--- src/rtl/hc_sr04_ranger.sv ---
// HC-SR04 ranger: fires a trigger pulse every PERIOD_US ticks, times the echo in us, converts it to mm.
// Echo edges are seen 3 Clk after the pin moves; no backpressure, results are one-cycle pulses.
module hc_sr04_ranger #(
  parameter int TRIG_US    = 10,
  parameter int PERIOD_US  = 60000,
  parameter int TIMEOUT_US = 30000,
  parameter int CNT_W      = 16
) (
  input  logic        Clk,
  input  logic        Rst,
  input  logic        us_tick,
  input  logic        en,
  input  logic        echo,
  output logic        trig,
  output logic [15:0] dist_mm,
  output logic        dist_valid,
  output logic        timeout,
  output logic        busy
);

  typedef enum logic [2:0] {IDLE, TRIG, WAIT_RISE, MEASURE, CALC, HOLDOFF} state_t;

  localparam logic [CNT_W-1:0] TRIG_LAST    = CNT_W'(TRIG_US - 1);
  localparam logic [CNT_W-1:0] PERIOD_LAST  = CNT_W'(PERIOD_US - 1);
  localparam logic [CNT_W-1:0] TIMEOUT_LAST = CNT_W'(TIMEOUT_US - 1);
  localparam logic [CNT_W-1:0] CNT_ONE      = CNT_W'(1);

  state_t           state;
  logic             echo_m, echo_s, echo_d;
  logic             echo_rise, echo_fall;
  logic [CNT_W-1:0] trig_cnt, wait_cnt, echo_cnt, period_cnt;
  logic [31:0]      prod;

  assign echo_rise = echo_s & ~echo_d;
  assign echo_fall = ~echo_s & echo_d;
  assign busy      = (state != IDLE);

  // 11239 / 2^16 ~= 0.1715 mm per us of round-trip echo at 343 m/s
  assign prod = 32'(echo_cnt) * 32'd11239;

  always_ff @(posedge Clk) begin
    if (Rst) begin
      state      <= IDLE;
      echo_m     <= 1'b0;
      echo_s     <= 1'b0;
      echo_d     <= 1'b0;
      trig_cnt   <= '0;
      wait_cnt   <= '0;
      echo_cnt   <= '0;
      period_cnt <= '0;
      trig       <= 1'b0;
      dist_mm    <= '0;
      dist_valid <= 1'b0;
      timeout    <= 1'b0;
    end else begin
      echo_m     <= echo;
      echo_s     <= echo_m;
      echo_d     <= echo_s;
      dist_valid <= 1'b0;
      timeout    <= 1'b0;

      if (state != IDLE && us_tick && period_cnt != PERIOD_LAST)
        period_cnt <= period_cnt + CNT_ONE;

      case (state)
        IDLE: begin
          if (en && us_tick) begin
            state      <= TRIG;
            trig_cnt   <= '0;
            period_cnt <= '0;
          end
        end
        TRIG: begin
          trig <= 1'b1;
          if (us_tick) begin
            if (trig_cnt == TRIG_LAST) begin
              state    <= WAIT_RISE;
              trig     <= 1'b0;
              wait_cnt <= '0;
            end else begin
              trig_cnt <= trig_cnt + CNT_ONE;
            end
          end
        end
        WAIT_RISE: begin
          if (echo_rise) begin
            state    <= MEASURE;
            echo_cnt <= '0;
          end else if (us_tick) begin
            if (wait_cnt == TIMEOUT_LAST) begin
              state   <= HOLDOFF;
              timeout <= 1'b1;
            end else begin
              wait_cnt <= wait_cnt + CNT_ONE;
            end
          end
        end
        MEASURE: begin
          // a falling edge in the same cycle as the width limit still yields a distance
          if (echo_fall) begin
            state <= CALC;
          end else if (us_tick) begin
            if (echo_cnt == TIMEOUT_LAST) begin
              state   <= HOLDOFF;
              timeout <= 1'b1;
            end else begin
              echo_cnt <= echo_cnt + CNT_ONE;
            end
          end
        end
        CALC: begin
          dist_mm    <= 16'(prod >> 16);
          dist_valid <= 1'b1;
          state      <= HOLDOFF;
        end
        HOLDOFF: begin
          // a sensor still holding echo high must not be re-triggered
          if (us_tick && period_cnt == PERIOD_LAST && !echo_s) begin
            if (en) begin
              state      <= TRIG;
              trig_cnt   <= '0;
              period_cnt <= '0;
            end else begin
              state <= IDLE;
            end
          end
        end
        default: state <= IDLE;
      endcase
    end
  end

endmodule

--- config.mk ---
export PLATFORM = sky130hd
export DESIGN_NAME = hc_sr04_ranger
export DESIGN_NICKNAME = d
export VERILOG_FILES = /design/src/rtl/hc_sr04_ranger.sv
export SDC_FILE = /design/constraint.sdc
export NUM_CORES = 1
export LEC_CHECK = 0
export BUFFER_PORTS_ARGS = -buffer_cell sky130_fd_sc_hd__clkbuf_2
export CAP_MARGIN = 25
export CELL_PAD_IN_SITES_DETAIL_PLACEMENT = 1
export CELL_PAD_IN_SITES_GLOBAL_PLACEMENT = 1
export CORE_MARGIN = 4
export CORE_UTILIZATION = 54
export CTS_BUF_LIST = sky130_fd_sc_hd__clkbuf_4 sky130_fd_sc_hd__clkbuf_8 sky130_fd_sc_hd__clkbuf_16
export DETAILED_ROUTE_END_ITERATION = 10
export PLACE_DENSITY_LB_ADDON = 0.1
export SYNTH_ARGS = -nofsm -noshare
export SYNTH_HDL_FRONTEND = slang
export SYNTH_SLANG_ARGS = --single-unit
--- constraint.sdc ---
create_clock -name Clk -period 11.5 [get_ports Clk]
set_clock_uncertainty 0.05 [all_clocks]
set_input_delay 1.15 -clock Clk [delete_from_list [all_inputs] [get_ports Clk]]
set_output_delay 1.15 -clock Clk [all_outputs]
set_load 0.02 [all_outputs]
* After elaboration in Yosys (flattened, before gate mapping) *
Index checks and enable logic that the tools add are counted.

operators by class
  equal/unequal tests = 27
  $add $sub $neg = 4
  multiply operators = 1
  bitwise gates (word level) = 4
  multiplexer cells = 44
  reductions and logical operators = 15

operators by type and width
  cell                      number
  $mux W16                  18
  $pmux W16 S2              3
  $add A16 B1 Y16 const B   4
  $pmux W16 S3              1
  $eq A16 B15 Y1 const B    2
  $mul A16 B14 Y30 const B  1
  $mux W3                   10
  $ne A2 B2 Y1 const B      13
  $pmux W3 S6               1
  $eq A16 B16 Y1 const B    1
  $eq A16 B4 Y1 const B     1
  $ne A16 B16 Y1 const B    1
  $ne A3 B3 Y1 const B      4
  $reduce_and A6 Y1         2
  $mux W1                   10
  $reduce_and A8 Y1         1
  $eq A3 B2 Y1 const B      2
  $eq A3 B3 Y1 const B      2
  $reduce_bool A3 Y1        2
  $logic_and A1 B1 Y1       5
  $reduce_and A5 Y1         1
  $reduce_bool A2 Y1        2
  $eq A3 B1 Y1 const B      1
  $logic_not A3 Y1          1
  other kinds (4)           6

storage, ports and cells
  output and inout bits = 20
  word-level logic and storage cells = 107
  register bits after elaboration = 87

* Logic depth before layout (Yosys ltp) *
  depth in word-level cells = 7
  depth in mapped cells = 19
  gate-level depth less buffers = 19

* Worst setup path after synthesis *
OpenSTA, ideal clock, no wires.

  kind = register to register
  start = reg echo_cnt[6]
  end = reg dist_mm[7]
  slack = 5,945 ps
  period minus slack after synthesis = 5,555 ps
  setup time = 117 ps
  required time = 11,333 ps
  arrival = 5,388 ps
  stages on the path, launching flop included = 19
  cell sequence = dfxtp_1 -> inv_1 -> ha_1 -> inv_1 -> fa_1 -> inv_1 -> fa_1 -> fa_1 -> inv_1 -> fa_1 -> inv_1 -> fa_1 -> ha_1 -> nand2_1 -> or3_1 -> a2111oi_1 -> o211a_1 -> o21ai_0 -> a32o_1

between the ends
  word-level cells in the longest chain between the ends = 1

ends and longest elaborated chain
  element                   line  text
  start: declaration        31    logic [CNT_W-1:0] trig_cnt, wait_cnt, echo_cnt, period_cnt;
  start signal: assignment  107   echo_cnt <= echo_cnt + CNT_ONE;
  $mul A16 B14 Y30          39    assign prod = 32'(echo_cnt) * 32'd11239;
  end signal: assignment    112   dist_mm <= 16'(prod >> 16);
  end: declaration          15    output logic [15:0] dist_mm,

Every way passes these cells.
A chain may end at the register's enable or synchronous reset.

* Final worst setup path *
  start = reg echo_cnt[6]
  end = reg dist_mm[11]

The elaborated chain is that of the path after synthesis.

==> results by stage <==
Clock network:
- After clock tree synthesis, the clock-pin slew on the worst setup and hold paths is 0.07 ns.
- The worst-case clock buffer depth is 2.
- The cell at the root of the clock tree is clkbuf_16.
- Clock tree synthesis found a total of 87 sinks.
- The number of gates resized after CTS is 0.
- The buffers inserted during post-CTS setup optimization is 0.
- The TritonCTS clock tree is built.
- The clock network latency to the later pin of the worst-skew pair is 0.36 ns.
- The H-tree depth is 3.
- The clock buffer count from CTS is 9.
- Hold repair after CTS inserted 0 buffers.

Synth:
- During synthesis, Yosys emitted a total of 0 warnings.
- The synthesized design spends more area on one cell type than any other, namely fa_1.
- Yosys mapped a number of flops with a built-in enable equal to 0.
- Synthesis produced a netlist whose cell count is 1,036.
- The cell with the most instances after synthesis is inv_1.
- The flip-flop cell with the highest count after synthesis is dfxtp_1.
- By area the synthesized netlist is led by fa_1, dfxtp_1, ha_1.
- The synthesized design contains 87 register bits.
- For this run, asynchronously set or reset flops after synthesis account for 0.
- For this run, the register share of the synthesized area comes to 0.1883.
- The count of different cell masters after synthesis is 73.
- The area of the mapped netlist is 9248 sq um.
- The mean instance size in the synthesized netlist is 8.926 sq um.
- Of the post-synthesis cell area, the dominant cell type holds 0.2186.
- After synthesis, the most frequently instantiated cells are inv_1, ha_1, fa_1.

STA:
- The transition at the pin with the smallest max-transition slack is 0.8847 ns.
- The total of endpoints with negative setup slack in the final report is 0.
- Setup repair after global routing left no endpoint under its margin.
- The routed design could run at a clock period as short as 6.537 ns.
- In the finished design, the share of the clock period the worst path needs comes to 0.5684.
- The number of max-slew violations in the final report was 0.
- The count of final hold-check violations is 0.
- Derived from the worst setup path, the maximum achievable clock frequency is 153.0 MHz.
- Measured against its own limit, the worst slew margin works out to 0.4098.
- The setup TNS is 0 ns.

Place:
- Buffers placed on the I/O ports in this run total 22.
- Detailed placement ended at an HPWL of 19.26 mm.
- The weighted congestion reported at the end of routability-driven placement is 0.8931.

Job:
- The tool flagged a number of max-cap violations equal to 0.

Floorplanning:
- The region available for standard cell placement spans 16,700 sq um.
- The area enclosed by the die boundary is 19,280 sq um.
- From bottom edge to top edge, the die measures 138.9 um.
- The die is 138.9 um wide.
- The floorplan row count is 47.
- The effective utilization at floorplan is 0.5537.
- The number of top-level design ports is 25.

Critical path:
- The critical path goes through inv_1 -> ha_1 -> inv_1 -> fa_1 -> inv_1 -> fa_1 -> fa_1 -> inv_1 -> fa_1 -> inv_1 -> fa_1 -> ha_1 -> nand2_1 -> or3_1 -> a2111oi_1 -> o2111ai_1 -> and3b_1 -> o31ai_1.
- The maximum fanout along the worst path is 8.
- The data arrival at the endpoint of the critical path is 6.73 ns.
- The startpoint kind of the worst setup timing path is a flop.
- The setup path with the least slack is of type reg -> reg.
- The required time at the endpoint of the critical path is 11.69 ns.
- The largest individual stage delay along the critical path comes from the cell a2111oi_1.
- The delay of the slowest critical-path stage is 0.68 ns.
- STA classifies the critical path endpoint as a flop.
- The setup slack of the most critical reg-to-reg path is 4.96 ns.

Final layout:
- The final standard cell utilization of the core is 0.5895.
- The repair_antennas step left the layout with diodes totalling 0.
- From synthesis to final layout, the design area changed by 6.467%.
- The net count of the finished layout is 1,273.
- Counting the fill cells in the layout gives 1,994.
- In the final layout, the share of cells above drive strength 1 is 0.06089.

Detailed routing:
- The count of TritonRoute iterations in the first routing pass is 4.
- The average wire per cell in the routed design is 18.81 um.
- After the first detailed-routing iteration, the DRC count stood at 285.
- The detail route stage leaves a number of antenna-violating nets equal to 0.
- Across all layers, the routed design uses 7,265 vias.
- The mean number of vias per cell is 5.716.
- The DRC violations left is 0.
- The routed design has 23.91 mm of wire.

Global route:
- The maximum number of pins on one net before global-route repair is 31.
- The first-pass GRT wire length is 40.25 mm.
- The initial antenna violation count came to 0.
- The overflow left after global routing is 0.
- In the global route stage, overall resource usage came out at 0.2559.
- The number of global-route vias before repair is 7,807.

Worst hold path:
- The min-delay analysis places its worst path in the category reg -> reg.

Power:
- The total power divided by cell area is 78.93 nW/um^2.
- In this run the static leakage power is 0.004787 uW.
- The peak ir drop on the vdd network is 0.07246 mV.

Status:
- The run finished with clean final reports.
sequential cells by signal, indices dropped and copies added, names as in the netlist:
signal and flops:
period_cnt 16, dist_mm 14, dist_valid 1, wait_cnt 16, echo_m 1, timeout 1, echo_s 1, trig_cnt 16
echo_cnt 16, echo_d 1, state 3, trig 1
where the power goes:
part	total, uW	switching, uW	internal [uW]
combinational	150	105	45.1
clock	299	143	156
sequential	328	19.5	308
final cells by class:
| cell class | count | area (sq um) | share of cell area |
|---|---|---|---|
| Clock buffer | 10 | 239.0 | 0.02427 |
| Clock inverter | 6 | 52.55 | 0.005337 |
| Inverter | 193 | 724.4 | 0.07358 |
| Multi-Input combinational cell | 728 | 6665 | 0.6770 |
| Sequential cell | 87 | 1742 | 0.1769 |
| Tap cell | 220 | 275.3 | 0.02796 |
| Timing Repair Buffer | 27 | 147.6 | 0.01500 |
critical path: cells and delay by family, from the launching register on:
family / cells / cell delay (ns)
AO/OA/AOI/OAI: 3 / 1.15
adder cells (fa/ha/maj): 7 / 3.33
buffers and inverters: 5 / 0.51
flip-flops: 1 / 0.62
AND/OR/NAND/NOR: 3 / 0.77
kinds of logic after synthesis:
group                      count (synthesis)  synth area share
buffers and inverters                    222           0.09214
other                                      1         0.0004055
adders and majority gates                222            0.3824
AOI/OAI and AO/OA                        133           0.09959
and+or+nand+nor                          304            0.1724
DFF                                       87            0.1883
muxes                                      8          0.008930
xor gates and xnor gates                  59           0.05588
worst paths after layout:
kind,startpoint,to,depth (start not counted)
worst max-delay path,echo_cnt[6],dist_mm[11],18
worst min-delay path,echo_m,echo_s,1
worst max register to register,echo_cnt[6],dist_mm[11],18
worst min register to register,echo_m,echo_s,1
layer usage:
| metal | vias up | wire length (um) | GRT usage |
|---|---|---|---|
| li1 | 3475 | - | - |
| met1 | 3684 | 10280 | 0.3255 |
| met2 | 74 | 12570 | 0.4602 |
| met3 | 32 | 537 | 0.02897 |
| met4 | 0 | 515 | 0.07209 |
| met5 | - | 0 | 0 |
stage by stage:
stage | cells | hold WS (ns) | power [uW] | cell area (sq um) | setup slack (ns)
after floorplan | 1037 | 0.3638 | 449.5 | 9251 | 5.945
after global placement | 1254 | 0.3789 | 480.6 | 9547 | 5.284
after detailed placement | 1254 | 0.3828 | 483.6 | 9547 | 5.111
after CTS | 1270 | 0.3859 | 783.2 | 9838 | 5.017
after global routing | 1271 | 0.4131 | 812.9 | 9846 | 4.749
final | 1271 | 0.3774 | 777.1 | 9846 | 4.963
layout by cell type (no fill, tap or decap), drive strengths merged, types with 3 or more instances in the layout:
cell type,count
inv,195
ha,121
fa,101
dfxtp,87
nor2,85
nand2,53
xnor2,45
nand3,38
a21oi,33
clkbuf,32
nor3,25
o21ai,25
nor4,22
nand4,20
xor2,14
a21o,11
a211oi,9
nor4b,7
o21a,7
nand2b,7
and3,7
or3,7
mux2i,6
o211ai,6
and2,5
o31ai,5
buf,5
o21bai,5
or4,4
nor3b,4
nor2b,4
or4b,3
a211o,3
a41oi,3
or3b,3
No activity file was read; power rests on OpenSTA's default activity.
